`src/rtl/tx_fsm.sv`:
```
// UART transmit controller: takes a word over valid/ready and shifts out
// start, LSB-first data, optional parity and one or two stop bits, one bit per clock.
module tx_fsm #(
   parameter int DATA_WIDTH = 8,
   parameter int PARITY_EN  = 1,
   parameter int PARITY_ODD = 0,
   parameter int STOP_BITS  = 1
) (
   input  logic                  tx_clk,
   input  logic                  resetn,
   input  logic [DATA_WIDTH-1:0] tx_data,
   input  logic                  tx_valid,
   output logic                  tx_ready,
   output logic                  tx_out,
   output logic                  tx_busy,
   output logic                  tx_done
);

   localparam int CW = (DATA_WIDTH > 1) ? $clog2(DATA_WIDTH) : 1;
   localparam logic [CW-1:0] BIT_LAST = CW'(DATA_WIDTH - 1);
   localparam logic STOP_LAST = (STOP_BITS == 2) ? 1'b1 : 1'b0;

   typedef enum logic [2:0] {
      IDLE,
      START_BIT,
      DATA_BIT,
      PARITY_BIT,
      STOP_BIT
   } state_t;

   state_t                state_q, state_d;
   logic [DATA_WIDTH-1:0] shift_q, shift_d;
   logic                  parity_q, parity_d;
   logic [CW-1:0]         bit_cnt_q, bit_cnt_d;
   logic                  stop_cnt_q, stop_cnt_d;
   logic                  done_q, done_d;
   logic                  last_stop;
   logic                  accept;

   // The final stop cycle is also an acceptance slot, so frames can run back-to-back.
   assign last_stop = (state_q == STOP_BIT) && (stop_cnt_q == STOP_LAST);
   assign tx_ready  = (state_q == IDLE) || last_stop;
   assign tx_busy   = (state_q != IDLE);
   assign tx_done   = done_q;
   assign accept    = tx_valid && tx_ready;

   always_ff @(posedge tx_clk or negedge resetn) begin
      if (!resetn) begin
         state_q    <= IDLE;
         shift_q    <= '0;
         parity_q   <= 1'b0;
         bit_cnt_q  <= '0;
         stop_cnt_q <= 1'b0;
         done_q     <= 1'b0;
      end else begin
         state_q    <= state_d;
         shift_q    <= shift_d;
         parity_q   <= parity_d;
         bit_cnt_q  <= bit_cnt_d;
         stop_cnt_q <= stop_cnt_d;
         done_q     <= done_d;
      end
   end

   always_comb begin
      state_d    = state_q;
      shift_d    = shift_q;
      parity_d   = parity_q;
      bit_cnt_d  = bit_cnt_q;
      stop_cnt_d = stop_cnt_q;
      done_d     = 1'b0;
      case (state_q)
         IDLE: begin
            if (accept) begin
               state_d  = START_BIT;
               shift_d  = tx_data;
               parity_d = (^tx_data) ^ (PARITY_ODD != 0);
            end
         end
         START_BIT: begin
            state_d   = DATA_BIT;
            bit_cnt_d = '0;
         end
         DATA_BIT: begin
            shift_d = shift_q >> 1;
            if (bit_cnt_q == BIT_LAST) begin
               state_d    = (PARITY_EN != 0) ? PARITY_BIT : STOP_BIT;
               stop_cnt_d = 1'b0;
            end else begin
               bit_cnt_d = bit_cnt_q + 1'b1;
            end
         end
         PARITY_BIT: begin
            state_d    = STOP_BIT;
            stop_cnt_d = 1'b0;
         end
         STOP_BIT: begin
            if (last_stop) begin
               done_d = 1'b1;
               if (accept) begin
                  state_d  = START_BIT;
                  shift_d  = tx_data;
                  parity_d = (^tx_data) ^ (PARITY_ODD != 0);
               end else begin
                  state_d = IDLE;
               end
            end else begin
               stop_cnt_d = 1'b1;
            end
         end
         default: state_d = IDLE;
      endcase
   end

   always_comb begin
      tx_out = 1'b1;
      case (state_q)
         START_BIT:  tx_out = 1'b0;
         DATA_BIT:   tx_out = shift_q[0];
         PARITY_BIT: tx_out = parity_q;
         default:    tx_out = 1'b1;
      endcase
   end

endmodule

```
`config.mk`:
```
export PLATFORM = sky130hd
export DESIGN_NAME = tx_fsm
export DESIGN_NICKNAME = d
export VERILOG_FILES = /design/src/rtl/tx_fsm.sv
export SDC_FILE = /design/constraint.sdc
export NUM_CORES = 1
export LEC_CHECK = 0
export CORE_MARGIN = 5
export CORE_UTILIZATION = 57
export CTS_BUF_LIST = sky130_fd_sc_hd__clkbuf_8
export DETAILED_ROUTE_END_ITERATION = 8
export PLACE_DENSITY = 0.92
export SLEW_MARGIN = 5
export SYNTH_ARGS = -nofsm -noshare
export SYNTH_HDL_FRONTEND = slang
export SYNTH_SLANG_ARGS = --single-unit
```
`constraint.sdc`:
```
create_clock -name tx_clk -period 4.4 [get_ports tx_clk]
set_input_delay 0.66 -clock tx_clk [delete_from_list [all_inputs] [get_ports tx_clk]]
set_output_delay 0.66 -clock tx_clk [all_outputs]
set_load 0.1 [all_outputs]
```
==> flow_metrics.tcl <==
set metrics [dict create \
    synth_flop_cell "dfrtp_1" \
    grt_pass1_vias 762 \
    maxCapViolations 0 \
    drt-vias-per-instance 5.83 \
    ys_top_cells_by_area "dfrtp_1 (44%), mux2i_1 (9.4%), xnor2_1 (7.3%)" \
    post-cts-setup-buffers 0 \
    portBuffers 14 \
    drive_gt1_frac 0.139 \
    yosysTopAreaCellShare 0.442 \
    cellPowerDensity_nw_per_um2 823 \
    synth_seq_cells 17 \
    htree_num_levels 1 \
    cts_made_buffers 3 \
    rows 14 \
    grt_overflow 0 \
    finalSetupViolations 0 \
    wl_um 1740 \
    drc 0 \
    antenna_left 0 \
    synth_fp_nets 102 \
    ir_worst_vdd_mv 0.674 \
    grt_use_total 0.166 \
    core_um2 1560 \
    crit_path_end_kind "primary output" \
    ys_types 30 \
    antenna_found_initial 0 \
    synthTopCellsByCount "dfrtp_1 (17), mux2i_1 (9), nand2_1 (8), xnor2_1 (8), o21ai_1 (7)" \
    drtIter0Drc 5 \
    dp_hpwl_um 1320 \
    seq_area_um2 425 \
    finalCritPeriodShare 0.696 \
    leakage_nw 0.487 \
    rsz0062_at_grt "no" \
    grt_max_degree 18 \
    fill_cells 112 \
    holdBufCountCts 0 \
    hold_class "flop to flop" \
    clock-root-buffer "clkbuf_8" \
    die_h_um 51.1 \
    cts.sinks 17 \
    synth_edf_count 0 \
    path_clk_slew_ns 0.06 \
    hold_slack_ns 0.486 \
    critPathLaunchType "flop" \
    vias 682 \
    finalHoldViolCount 0 \
    r2r_slack_ns 2.46 \
    die_area_um2 2610 \
    synth.yosys.seq_area_share 0.442 \
    cts-resized-gates 0 \
    period_needed_ns 3.06 \
    clock_latency_ns 0.25 \
    final_nets 115 \
    slew_headroom 0.345 \
    setup_tns_ns 0 \
    area_delta_synth_final_pct 15.7 \
    yosysTopAreaCell "dfrtp_1" \
    cts_tree "done" \
    dr.pass1.iters 3 \
    mappedNetlistArea_um2 963 \
    die_w_um 51.1 \
    skew_ns 0.00110 \
    cts_max_path_buffers 2 \
    tightest_slew_ns 0.979 \
    synth-warning-count 0 \
    antenna_cells 0 \
    wire_per_inst_um 14.9 \
    synth_area_per_cell_um2 10.8 \
    outcome "completed" \
    crit_fanout 17 \
    arrival_ns 2.40 \
    multi_input_area_um2 477 \
    grt_pass1_wl_um 3260 \
    post-synth-top-count-cell "dfrtp_1" \
    synthCells 89 \
    finalWorstSetupSlack_ns 1.34 \
    ioPinCount 15 \
    post-place-ws_ns 1.61 \
    slew_violations 0 \
    critical_path_class "flop to primary output" \
    critPathRequiredTime_ns 3.74 \
    gp_congestion 0.815 \
    synthArstFlopShare 1.00 \
    start_util 0.618 \
    max_freq_ghz 0.326 \
]
-- cells in the final DEF (no fill, tap or decap) --
master           instances
a211oi_2                 1
a21o_2                   1
a21oi_1                  2
a22o_1                   5
a311o_1                  1
a32o_1                   1
and2_1                   1
and2b_2                  1
clkbuf_8                 3
clkdlybuf4s50_1         14
dfrtp_1                 17
ha_1                     2
inv_1                    2
inv_2                    1
mux2_2                   1
mux2i_1                  9
nand2_1                  8
nand2_2                  1
nand2b_1                 1
nor2_1                   6
nor3_2                   1
nor3b_2                  1
nor4b_1                  1
o211ai_2                 1
o21ai_0                  2
o21ai_1                  7
o21ai_2                  1
or3_2                    1
xnor2_1                  8
-- registers in the layout, summed over array words and instances, names as in the netlist --
name and cells:
bit_cnt_q 3, shift_q 8, parity_q 1, tx_done 1, state_q 3, stop_cnt_q 1
-- routing by layer --
| layer | global-route usage | wire length [um] |
|---|---|---|
| met1 | 0.182 | 719 |
| met2 | 0.288 | 886 |
| met4 | 0.0942 | 51 |
| met3 | 0.0436 | 80 |
| met5 | 0 | 0 |
-- path summary, 6_finish.rpt --
check                                       startpoint                      to  cells after the start
worst max-delay path            state_q[1]$_DFFE_PN0P_                  tx_out                      3
worst min-delay path            shift_q[4]$_DFFE_PN0P_  shift_q[4]$_DFFE_PN0P_                      2
worst max register to register  state_q[1]$_DFFE_PN0P_  shift_q[4]$_DFFE_PN0P_                      3
worst min register to register  shift_q[4]$_DFFE_PN0P_  shift_q[4]$_DFFE_PN0P_                      2
max in group asynchronous                       resetn  shift_q[6]$_DFFE_PN0P_                      1
min in group asynchronous                       resetn  shift_q[3]$_DFFE_PN0P_                      1
-- layout make-up --
cell class | count | share of cell area
multi-input combinational | 64 | 0.428
sequential | 17 | 0.382
timing repair buffer | 14 | 0.126
clock buffer | 3 | 0.0370
tap | 16 | 0.0180
inverter | 2 | 0.00673
clock inverter | 1 | 0.00337
-- worst max-delay path, cell delays in order, from the launching register on --
cell	delay, ns
dfrtp_1	0.71
a21oi_1	0.13
a311o_1	0.34
clkdlybuf4s50_1	0.97
-- where the power goes --
part           switching, W  leakage, nW  internal, W
logic              0.000306        0.243     0.000192
clock network     0.0000491       0.0269    0.0000618
registers         0.0000862        0.217     0.000222
-- through the flow --
| stage | total power [W] | cells | cell area, um2 | util |
|---|---|---|---|---|
| final | 0.000917 | 117 | 1110 | 0.715 |
| after global routing | 0.000991 | 117 | 1110 | 0.715 |
| after CTS | 0.000929 | 117 | 1110 | 0.715 |
| after detailed placement | 0.000814 | 113 | 1070 | 0.686 |
| after global placement | 0.000788 | 113 | 1070 | 0.686 |
| after floorplan | 0.000741 | 89 | 963 | - |
-- cell families (layout without fill, tap and decap cells) --
family          count (synthesis)  count (layout)  synth area share
buf+inv                         8              20            0.0636
compound gates                 22              22             0.168
mux                            10              10             0.105
simple gates                   22              22             0.123
xor+xnor                        8               8            0.0727
flops                          17              17             0.442
fa+ha+maj                       2               2            0.0260
(Power assumes the default switching activity.)
